<file path="src/rtl/imm_pkg.sv">
// rtl/imm_pkg.sv - shared types and opcode constants for the immediate encoder
package imm_pkg;

  typedef enum logic [1:0] {
    IMM_I     = 2'b00,
    IMM_SHIFT = 2'b01,
    IMM_S     = 2'b10,
    IMM_U     = 2'b11
  } imm_type_e;

  typedef enum logic {
    ST_IDLE  = 1'b0,
    ST_EMIT2 = 1'b1
  } state_e;

  localparam logic [6:0] OP_IMM    = 7'b0010011;
  localparam logic [6:0] OP_IMM_32 = 7'b0011011;
  localparam logic [6:0] OP_LUI    = 7'b0110111;

endpackage

</file>
<file path="src/rtl/imm_pack.sv">
// rtl/imm_pack.sv - combinational field packer and immediate range check
module imm_pack
  import imm_pkg::*;
#(
  parameter int DATA_WIDTH = 64,
  parameter int INST_WIDTH = 32
) (
  input  imm_type_e             typ,
  input  logic [6:0]            opcode,
  input  logic [2:0]            funct3,
  input  logic [6:0]            funct7,
  input  logic [4:0]            rd,
  input  logic [4:0]            rs1,
  input  logic [4:0]            rs2,
  input  logic [DATA_WIDTH-1:0] imm,
  output logic [INST_WIDTH-1:0] inst,
  output logic                  err
);

  logic sext11_ok;
  logic sext31_ok;

  assign sext11_ok = (imm[DATA_WIDTH-1:11] == {(DATA_WIDTH-11){imm[11]}});
  assign sext31_ok = (imm[DATA_WIDTH-1:31] == {(DATA_WIDTH-31){imm[31]}});

  always_comb begin
    inst = '0;
    err  = 1'b0;
    case (typ)
      IMM_I: begin
        inst = {imm[11:0], rs1, funct3, rd, opcode};
        err  = !sext11_ok;
      end
      IMM_SHIFT: begin
        inst = {funct7, imm[4:0], rs1, funct3, rd, opcode};
        err  = (imm[DATA_WIDTH-1:5] != '0);
      end
      IMM_S: begin
        inst = {imm[11:5], rs2, rs1, funct3, imm[4:0], opcode};
        err  = !sext11_ok;
      end
      default: begin
        inst = {imm[31:12], rd, opcode};
        err  = (imm[11:0] != '0) || !sext31_ok;
      end
    endcase
  end

endmodule

</file>
<file path="src/rtl/imm_encoder.sv">
// rtl/imm_encoder.sv - instruction word assembler with LI pseudo-op expansion
module imm_encoder
  import imm_pkg::*;
#(
  parameter int DATA_WIDTH   = 64,
  parameter int INST_WIDTH   = 32,
  parameter int IMM_TYPE_NUM = 4
) (
  input  logic                            clk,
  input  logic                            rst_n,
  input  logic                            in_valid,
  output logic                            in_ready,
  input  logic [$clog2(IMM_TYPE_NUM)-1:0] in_imm_type,
  input  logic                            in_li,
  input  logic [6:0]                      in_opcode,
  input  logic [2:0]                      in_funct3,
  input  logic [6:0]                      in_funct7,
  input  logic [4:0]                      in_rd,
  input  logic [4:0]                      in_rs1,
  input  logic [4:0]                      in_rs2,
  input  logic [DATA_WIDTH-1:0]           in_imm,
  output logic                            out_valid,
  input  logic                            out_ready,
  output logic [INST_WIDTH-1:0]           out_inst,
  output logic                            out_last,
  output logic                            out_range_err
);

  state_e state, state_d;

  logic [INST_WIDTH-1:0] direct_inst, lui_inst, addi_inst;
  logic                  direct_err, lui_err, addi_err;
  logic [19:0]           li_hi;
  logic                  li_err, li_two_beat;
  logic [INST_WIDTH-1:0] pend_inst;
  logic                  pend_err;

  logic                  load, pend_load;
  logic [INST_WIDTH-1:0] ld_inst;
  logic                  ld_last, ld_err;

  // (imm + 0x800) >> 12 only carries out of the low half when imm[11] is set
  assign li_hi       = in_imm[31:12] + {19'b0, in_imm[11]};
  assign li_two_beat = (li_hi != '0) && (in_imm[11:0] != '0);
  // LUI/ADDI sub-encodings are built in range, so their flags stay low
  assign li_err      = (in_imm[DATA_WIDTH-1:31] != {(DATA_WIDTH-31){in_imm[31]}})
                       || lui_err || addi_err;

  imm_pack #(.DATA_WIDTH(DATA_WIDTH), .INST_WIDTH(INST_WIDTH)) u_direct (
    .typ(imm_type_e'(in_imm_type)), .opcode(in_opcode), .funct3(in_funct3),
    .funct7(in_funct7), .rd(in_rd), .rs1(in_rs1), .rs2(in_rs2), .imm(in_imm),
    .inst(direct_inst), .err(direct_err)
  );

  imm_pack #(.DATA_WIDTH(DATA_WIDTH), .INST_WIDTH(INST_WIDTH)) u_lui (
    .typ(IMM_U), .opcode(OP_LUI), .funct3(3'b000), .funct7(7'b0),
    .rd(in_rd), .rs1(5'd0), .rs2(5'd0),
    .imm({{(DATA_WIDTH-32){li_hi[19]}}, li_hi, 12'b0}),
    .inst(lui_inst), .err(lui_err)
  );

  imm_pack #(.DATA_WIDTH(DATA_WIDTH), .INST_WIDTH(INST_WIDTH)) u_addi (
    .typ(IMM_I), .opcode(li_two_beat ? OP_IMM_32 : OP_IMM), .funct3(3'b000),
    .funct7(7'b0), .rd(in_rd), .rs1(li_two_beat ? in_rd : 5'd0), .rs2(5'd0),
    .imm({{(DATA_WIDTH-12){in_imm[11]}}, in_imm[11:0]}),
    .inst(addi_inst), .err(addi_err)
  );

  assign in_ready = rst_n && (state == ST_IDLE) && (!out_valid || out_ready);

  always_comb begin
    state_d   = state;
    load      = 1'b0;
    pend_load = 1'b0;
    ld_inst   = direct_inst;
    ld_last   = 1'b1;
    ld_err    = direct_err;
    case (state)
      ST_IDLE: begin
        if (in_valid && in_ready) begin
          load = 1'b1;
          if (in_li) begin
            ld_err = li_err;
            if (li_two_beat) begin
              ld_inst   = lui_inst;
              ld_last   = 1'b0;
              pend_load = 1'b1;
              state_d   = ST_EMIT2;
            end else begin
              ld_inst = (li_hi == '0) ? addi_inst : lui_inst;
            end
          end
        end
      end
      default: begin
        if (out_valid && out_ready) begin
          load    = 1'b1;
          ld_inst = pend_inst;
          ld_err  = pend_err;
          state_d = ST_IDLE;
        end
      end
    endcase
  end

  always_ff @(posedge clk) begin
    if (!rst_n) begin
      state         <= ST_IDLE;
      out_valid     <= 1'b0;
      out_inst      <= '0;
      out_last      <= 1'b0;
      out_range_err <= 1'b0;
      pend_inst     <= '0;
      pend_err      <= 1'b0;
    end else begin
      state <= state_d;
      if (load) begin
        out_valid     <= 1'b1;
        out_inst      <= ld_inst;
        out_last      <= ld_last;
        out_range_err <= ld_err;
      end else if (out_ready) begin
        out_valid <= 1'b0;
      end
      if (pend_load) begin
        pend_inst <= addi_inst;
        pend_err  <= li_err;
      end
    end
  end

endmodule

</file>
<file path="config.mk">
export PLATFORM = sky130hd
export DESIGN_NAME = imm_encoder
export DESIGN_NICKNAME = d
export VERILOG_FILES = /design/src/rtl/imm_pkg.sv /design/src/rtl/imm_pack.sv /design/src/rtl/imm_encoder.sv
export SDC_FILE = /design/constraint.sdc
export NUM_CORES = 1
export LEC_CHECK = 0
export CAP_MARGIN = 40
export CELL_PAD_IN_SITES_DETAIL_PLACEMENT = 1
export CELL_PAD_IN_SITES_GLOBAL_PLACEMENT = 1
export CORE_MARGIN = 5
export CORE_UTILIZATION = 33
export CTS_BUF_LIST = sky130_fd_sc_hd__clkbuf_4
export DETAILED_ROUTE_END_ITERATION = 12
export GPL_TIMING_DRIVEN = 0
export PLACE_DENSITY = 0.89
export SLEW_MARGIN = 25
export SYNTH_ARGS = -nofsm -noshare
export SYNTH_HDL_FRONTEND = slang
export SYNTH_SLANG_ARGS = --single-unit
</file>
<file path="constraint.sdc">
create_clock -name clk -period 3.8 [get_ports clk]
set_input_delay 0.38 -clock clk [delete_from_list [all_inputs] [get_ports clk]]
set_output_delay 0.38 -clock clk [all_outputs]
set_load 0.03 [all_outputs]
</file>
# --- Yosys cells after proc, flatten, opt, wreduce, memory -nomap -nowiden ---
# Cells that the tools add are included.
totals:
  ff_bits: 66
  in_bits: 103
  out_inout_bits: 36
  word_cells: 60
op_classes:
  n_addsub: 1
  n_eq_ne: 5
  muxes: 29
  n_bitwise: 1
  reduce_logical: 17
op_table:
  columns: ["cell", "n"]
  rows:
  - ["$mux 32", 6]
  - ["$pmux 32 s3", 1]
  - ["$reduce_bool 59->1", 1]
  - ["$eq 52x52->1", 1]
  - ["$eq 32x32->1", 1]
  - ["$ne 32x32->1", 1]
  - ["$add 20x1->20", 1]
  - ["$logic_not 20->1", 1]
  - ["$reduce_bool 20->1", 1]
  - ["$mux 1", 19]
  - ["$reduce_bool 12->1", 1]
  - ["$logic_and 1x1->1", 5]
  - ["$mux 5", 1]
  - ["$mux 4", 1]
  - ["$logic_not 1->1", 3]
  - ["$eq 2x1->1 const B", 1]
  - ["$eq 2x2->1 const B", 1]
  - ["$logic_not 2->1", 1]
  - ["$logic_or 1x1->1", 2]
  - ["$pmux 1 s2", 1]
  - ["$reduce_bool 2->1", 1]
  - ["$reduce_or 2->1", 1]
  - ["$not 1->1", 1]

# --- Depth between registers and ports, before layout ---
logic_depth:
  depth_word: 9
  ltp_mapped: 11
  ltp_nobuf: 9

# --- Cells and area by module ---
# From an unflattened synthesis, not the netlist that was laid out.
unflattened:
  hier_cells: 967
  area_unflattened_um2: 6926.6
modules_own_cells:
  columns: ["module", "instances", "cells_per_inst", "area_per_inst_um2", "seq_area_each_um2"]
  rows:
  - ["imm_encoder", 1, 565, 4284.1, 1381.3]
  - ["imm_pack", 3, 134, 880.8, 0.0]

# --- Least setup slack after synthesis ---
# Ideal clock, no wire load.
synth_timing:
  path_kind: "reg2reg"
  from: "register out_valid"
  to: "register out_inst[30]"
  setup_ps: 139
  arrival_ps: 2650
  t_required_ps: 3661
  path_slack_ps: 1012
  path_stages_with_launch: 8
  path_buffers: 3
  synth_period_minus_slack_ps: 2788
  cell_sequence: "dfxtp_1 nor2b_1 nor3b_1 and3_1 clkbuf_1 clkbuf_1 clkbuf_1 a31oi_1"
synth_between:
  elab_chain_cells: 6
  elab_cells_between_ends: 11
  classes_between: "mux (6); reduce/logical (5)"
synth_lines:
  columns: ["item", "line", "text"]
  rows:
  - ["start, declared", "imm_encoder.sv:22", "output logic out_valid,"]
  - ["start signal, assigned", "imm_encoder.sv:109", "out_valid <= 1'b0;"]
  - ["start signal, assigned", "imm_encoder.sv:118", "out_valid <= 1'b1;"]
  - ["start signal, assigned", "imm_encoder.sv:123", "out_valid <= 1'b0;"]
  - ["$logic_not 1->1 (*)", "imm_encoder.sv:69", "assign in_ready = rst_n && (state == ST_IDLE) && (!out_valid || out_ready);"]
  - ["$logic_or 1x1->1 (*)", "imm_encoder.sv:69", null]
  - ["$logic_and 1x1->1 (*)", "imm_encoder.sv:69", null]
  - ["net in_ready", "imm_encoder.sv:12", "output logic in_ready,"]
  - ["$logic_and 1x1->1 (*)", "imm_encoder.sv:80", "if (in_valid && in_ready) begin"]
  - ["$mux 32 or $mux 1 (tied branches)", "imm_encoder.sv:80", null]
  - ["$mux 32 or $mux 1 (tied branches)", "imm_encoder.sv:78", "case (state)"]
  - ["end signal, assigned", "imm_encoder.sv:119", "out_inst <= ld_inst;"]
  - ["end, declared", "imm_encoder.sv:24", "output logic [INST_WIDTH-1:0] out_inst,"]
# Mark *: on every way through the listed nets, which the timed path passes. The rest lies on a longest branch.
# A chain may end at the register's enable or synchronous reset.

# --- Worst setup path in the final report ---
layout_timing:
  from: "input port in_imm[11]"
  to: "register pend_inst[22]"
layout_between:
  elab_chain_cells: 7
  elab_cells_between_ends: 8
  classes_between: "add/sub (1); mux (4); reduce/logical (3)"
layout_lines:
  columns: ["item", "line", "text"]
  rows:
  - ["start, declared", "imm_encoder.sv:21", "input logic [DATA_WIDTH-1:0] in_imm,"]
  - ["$add 20x1->20", "imm_encoder.sv:43", "assign li_hi = in_imm[31:12] + {19'b0, in_imm[11]};"]
  - ["$reduce_bool 20->1", "imm_encoder.sv:44", "assign li_two_beat = (li_hi != '0) && (in_imm[11:0] != '0);"]
  - ["$logic_and 1x1->1 (*)", "imm_encoder.sv:44", null]
  - ["$mux 1 (*)", "imm_encoder.sv:84", "if (li_two_beat) begin"]
  - ["$mux 1 (*)", "imm_encoder.sv:82", "if (in_li) begin"]
  - ["$mux 1 (*)", "imm_encoder.sv:80", null]
  - ["$mux 1 (*)", "imm_encoder.sv:78", null]
  - ["end signal, assigned", "imm_encoder.sv:126", "pend_inst <= addi_inst;"]
  - ["end, declared", "imm_encoder.sv:35", "logic [INST_WIDTH-1:0] pend_inst;"]
# Mark *: on every way between the ends. The rest lies on a longest branch, timed or not.

==> impl_metrics.csv <==
group,metric,value,unit
sta,setup_viol,0,
grt,overflow,0,
clocking,clock-sinks,61,
grt,track_usage,24.0,%
min_path,hp-start,"in_imm[22]",
logic_synthesis,syn-cell-area,4070,um2
sta,clock.fmax,0.286,GHz
placed_design,finalWeightedCongestion,0.878,
final_layout,stdcell_area,5700,um2
clocking,root_buffer,"clkbuf_4",
sta,final_max_slew_viol_count,0,
logic_synthesis,synthFlopType,"dfxtp_1",
min_path,hold_end,"out_inst[22]$_SDFFE_PN0P_",
run,maxCapViolations,0,
power,p_leak,2.22,nW
clocking,cts_buffer_depth,2,
final_layout,fillCellCount,1508,
clocking,postCtsHoldBufs,0,
grt,antenna_found_initial,0,
route,drc,0,
route,vias,4839,
logic_synthesis,yosys_register_bits,61,
grt,grt_max_degree,11,
floorplan,start_util,33.8,%
clocking,ctsResizeCount,0,
placed_design,placed_area,5570,um2
route,vias_per_cell,5.71,
floorplan,coreArea,12100,um2
sta,fin_tns_setup,0,ps
logic_synthesis,synth_commonest_cells,"dfxtp_1, nand2_1, o21ai_0",
setup_path,rr_endpoint,"out_inst[21]$_SDFFE_PN0P_",
sta,skew,7.46,ps
min_path,holdPathStages,3,
logic_synthesis,synthesis.nets,641,
grt,grt_pass1_wl,27800,um
grt,grt_pass1_vias,5318,
logic_synthesis,postSynthCellCount,534,
clocking,cts-htree-levels,3,
setup_path,r2r_slack,790,ps
setup_path,crit_type,"in2reg",
clocking,worstSkewPairLatency,440,ps
clocking,cts_tree,"done",
final_layout,drive_gt1_share,4.87,%
route,drtIter0Drc,298,
final_layout,ff_latch_area,1220,um2
route,routedWlPerCell,21.0,um
placed_design,place_ws,-66.5,ps
power,p_per_area,297,nW/um2
floorplan,dieArea,14700,um2
logic_synthesis,ys_warn_count,0,
clocking,postCtsSetupRepairBufs,0,
power,ir_drop,0.000139,V
floorplan,pin_count,139,
logic_synthesis,yosysSeqAreaShare,30.0,%
logic_synthesis,synth_top_cell_by_area,"dfxtp_1",
clocking,clk_pin_slew,110,ps
setup_path,end_kind,"flip-flop",
logic_synthesis,synth.area.top_cells,"dfxtp_1, mux2i_1, o21ai_0, nand2_1, nor2_1",
sta,fin_hold_ws,409,ps
placed_design,portBuffers,128,
logic_synthesis,synth_top_area_share,30.0,%
floorplan,rows,40,
clocking,numCtsBuffers,9,
setup_path,r2r_cells,7,
sta,fin_crit,3490,ps
sta,slew_headroom,41.5,%
placed_design,hpwl,14000,um
setup_path,required,4170,ps
setup_path,start_kind,"input port",
final_layout,layout.nets,780,
min_path,min_path_type,"in2reg",
route,drt_pre_antenna_iters,5,
sta,finalHoldViolCount,0,
sta,setup_ws,305,ps
logic_synthesis,synthArstFlopShare,0,%
final_layout,syn2layout_area_growth,40.0,%
sta,rsz0062_at_grt,"no",
logic_synthesis,synth_most_common_cell,"dfxtp_1",
logic_synthesis,ys_types,52,
setup_path,reg2reg_from,"out_valid$_SDFFE_PN0P_",
setup_path,crit_fanout,10,
logic_synthesis,syn_avg_cell_area,7.63,um2
floorplan,fp.dieW,121,um
route,detail-route-antenna-nets,0,
setup_path,worstPathArrival,3860,ps
route,wl,17800,um
sta,tightestPinTransition,872,ps
final_layout,multi_input_area,2560,um2
logic_synthesis,synth_edf_count,0,
floorplan,die_h,121,um
run_status,status,"finished, final reports clean",
power,finalPower,1.69,mW
sta,post-route-period-util,92.0,%
metrics by stage:
stage	std cells	util, %
floorplan	534	-
global placement	830	46.1
detailed placement	830	46.1
CTS	846	47.3
global route	846	47.3
finish	847	47.3
cell usage in the layout, fill, tap and decap left out, types with 4 or more instances in the layout:
cell type / instances
clkdlybuf4s50_1: 128
dfxtp_1: 61
nand2_1: 60
o21ai_0: 49
mux2i_1: 42
nor2_1: 37
clkbuf_1: 31
a21oi_1: 27
inv_1: 23
nand3_1: 23
nand4_1: 19
o211ai_1: 17
a31oi_1: 16
xnor2_1: 15
nor4_1: 15
clkbuf_4: 11
nor3_1: 8
xor2_1: 8
and3_1: 7
buf_2: 5
o22ai_1: 5
o22a_1: 5
and2_1: 4
a211oi_1: 4
ha_1: 4
cells by family after synthesis:
logic type | share of synthesized area (%)
and+or+nand+nor | 24.5
xor gates and xnor gates | 4.94
muxes | 11.1
DFF | 30.0
AOI/OAI and AO/OA | 21.1
buffers and inverters | 7.13
adders and majority gates | 1.23
critical path: stages:
cell and delay (ps):
clkdlybuf4s50_1 570, ha_1 230, ha_1 280, nand4_1 230, nor2_1 450, and3_1 320, mux2i_1 340, nand4_4 240
o211ai_2 210, buf_6 210, buf_12 170, mux2i_1 210
worst max-delay path by stage:
| stage | start | end | cells past startpoint |
|---|---|---|---|
| finish | in_imm[11] | pend_inst[22]$_SDFFE_PN0P_ | 12 |
| global route | in_imm[11] | pend_inst[22]$_SDFFE_PN0P_ | 12 |
| CTS | in_imm[11] | pend_inst[22]$_SDFFE_PN0P_ | 12 |
| detailed placement | in_imm[11] | pend_inst[22]$_SDFFE_PN0P_ | 12 |
| global placement | in_imm[11] | pend_err$_SDFFE_PN0P_ | 11 |
| floorplan | out_valid$_SDFFE_PN0P_ | out_inst[30]$_SDFFE_PN0P_ | 7 |
state kept, by name, summed over array words and instances (netlist names):
name / count
out_inst: 32
out_last: 1
out_range_err: 1
out_valid: 1
pend_err: 1
pend_inst: 24
state: 1
layer usage:
metal,part of all wire [%],up-vias,GRT usage [%]
met3,7.0,45,4.24
li1,-,2228,-
met5,0,-,0
met2,49,228,43.3
met4,3.0,0,10.4
met1,41,2338,27.6
area by class of cell:
class / instances / share of cell area, %
Sequential cell: 61 / 21.4
Timing Repair Buffer: 128 / 22.5
Buffer: 42 / 3.58
Antenna cell: 1 / 0.0439
Multi-Input combinational cell: 408 / 44.9
Inverter: 23 / 1.51
Clock buffer: 11 / 1.45
Clock inverter: 5 / 0.900
Tap cell: 168 / 3.69
power by group:
part	switching (mW)	internal, mW
registers	0.0286	0.684
logic	0.278	0.224
clock network	0.266	0.211
No activity file was read; power rests on OpenSTA's default activity.
==> edit, RTL diff (same flow settings) <==
`DATA_WIDTH` is set to 64 in 2 places; all go to 56.
--- a/src/rtl/imm_pack.sv
+++ b/src/rtl/imm_pack.sv
@@ -2,7 +2,7 @@
 module imm_pack
   import imm_pkg::*;
 #(
-  parameter int DATA_WIDTH = 64,
+  parameter int DATA_WIDTH = 56,
   parameter int INST_WIDTH = 32
 ) (
   input  imm_type_e             typ,
--- a/src/rtl/imm_encoder.sv
+++ b/src/rtl/imm_encoder.sv
@@ -2,7 +2,7 @@
 module imm_encoder
   import imm_pkg::*;
 #(
-  parameter int DATA_WIDTH   = 64,
+  parameter int DATA_WIDTH   = 56,
   parameter int INST_WIDTH   = 32,
   parameter int IMM_TYPE_NUM = 4
 ) (
Ports: changed (resized in_imm); port bits go from 139 to 131. The function was not compared with the original's and may differ.
==> edit against the original RTL <==
  * Power up 3.8%
  * Global-route usage up 1.6 points
  * Area after synthesis down 0.58%
  * Wire length up 5.1%
  * Final area down 1.9%
  * Setup slack better by 0.070 ns
  * Count of clock-buffer cells in the layout down 2
  * Sequential cell count unchanged
==> edit: results (changes against the original RTL) <==
GRT
  – GRT Total Usage: 25.6% (was 24.0%)
  – GR Layer Usage met3: 6.50% (was 4.24%)
  – Largest net degree at the start of global routing: 12 (was 11)
  – First-pass GRT wire length: 29.2 mm (was 27.8 mm)
  – Met1 usage: 30.8% (was 27.6%)
  – Vias in the first global route: 5478 (was 5318)

Yosys
  – Mux cell area share after synthesis: 4.45% (was 11.1%)
  – Net Count, Synth: 659 (was 641)
  – Mean area per synthesized cell: 7.23 um2 (was 7.63 um2)
  – Synth unique cells: 53 (was 52)

Worst setup path
  – Worst r2r dst: out_inst[13] (was out_inst[21])
  – Worst r2r path cells: 9 (was 7)
  – CP max stage delay: 0.64 ns (was 0.57 ns)
  – Internal reg-to-reg setup slack: 0.60 ns (was 0.79 ns)
  – CP Data Arrival Time: 3.75 ns (was 3.86 ns)

Hold path
  – Hold wc startpoint: pend_inst[7] (was in_imm[22])
  – WHS Path Cells: 2 (was 3)
  – Hold Path Class: flop to flop (was primary input to flop)
  – Hold EP: pend_inst[7] (was out_inst[22])

Power and ir drop
  – Sequential power share: 40.7% (was 42.1%)
  – Net Switching: 591 uW (was 573 uW)
  – PD cells: 314 nW/um2 (was 297 nW/um2)
  – Lkg Pwr: 1.98 nW (was 2.22 nW)
  – Comb pwr share: 28.9% (was 29.7%)

Route
  – Met2 wire length: 9.11 mm (was 8.79 mm)
  – Initial drt markers: 412 (was 298)
  – Routed len/inst: 22.3 um (was 21.0 um)
  – Vias per cell: 6.13 (was 5.71)
  – Met3 routed WL: 1.29 mm (was 1.25 mm)
  – DR vias: 5158 (was 4839)

Run status
  – Status: finished clean (unchanged)

Place
  – Post-DP HPWL: 14.7 mm (was 14.0 mm)
  – Gp weighted congestion: 0.911 (was 0.878)
  – Cells after DPL: 827 (was 830)
  – Dpl ws: -0.0559 ns (was -0.0665 ns)

Layout
  – Layout cell share with drive strength beyond 1: 5.04% (was 4.87%)
  – # diodes: 0 (was 1)
  – Post-route cell area: 5590 um2 (was 5700 um2)
  – NumNets Final: 790 (was 780)
  – Fill count: 1526 (was 1508)
  – Largest registers: out_inst (32), pend_inst (24) (unchanged)

Timing
  – Final Skew: 0.0106 ns (was 0.00746 ns)
  – Slew headroom: 48.3% (was 41.5%)
  – WHS: 0.461 ns (was 0.409 ns)
==> edit: area by class of cell <==
| cell class | instances | area share [%] |
|---|---|---|
| Sequential cell | 61 | 21.8 |
| Clock inverter | 6 | 1.59 |
| Multi-Input combinational cell | 442 | 46.3 |
| Buffer | 48 | 3.69 |
| Inverter | 9 | 0.604 |
| Tap cell | 147 | 3.29 |
| Clock buffer | 9 | 1.21 |
| Timing Repair Buffer | 120 | 21.5 |
==> edit: worst max-delay path by stage <==
stage	startpoint	endpoint	slack, ns
global route	in_imm[11]	out_inst[14]	0.11
finish	in_imm[11]	out_inst[14]	0.38
CTS	in_imm[11]	out_inst[14]	0.43
global placement	in_imm[11]	out_inst[14]	0.11
floorplan	out_valid	out_inst[12]	0.96
detailed placement	in_imm[11]	out_inst[14]	-0.06
==> edit: cell families after synthesis <==
group	count (synthesis)
and+or+nand+nor	228
adders and majority gates	4
AOI/OAI and AO/OA	174
buffers and inverters	57
xor gates and xnor gates	18
DFF	61
muxes	18
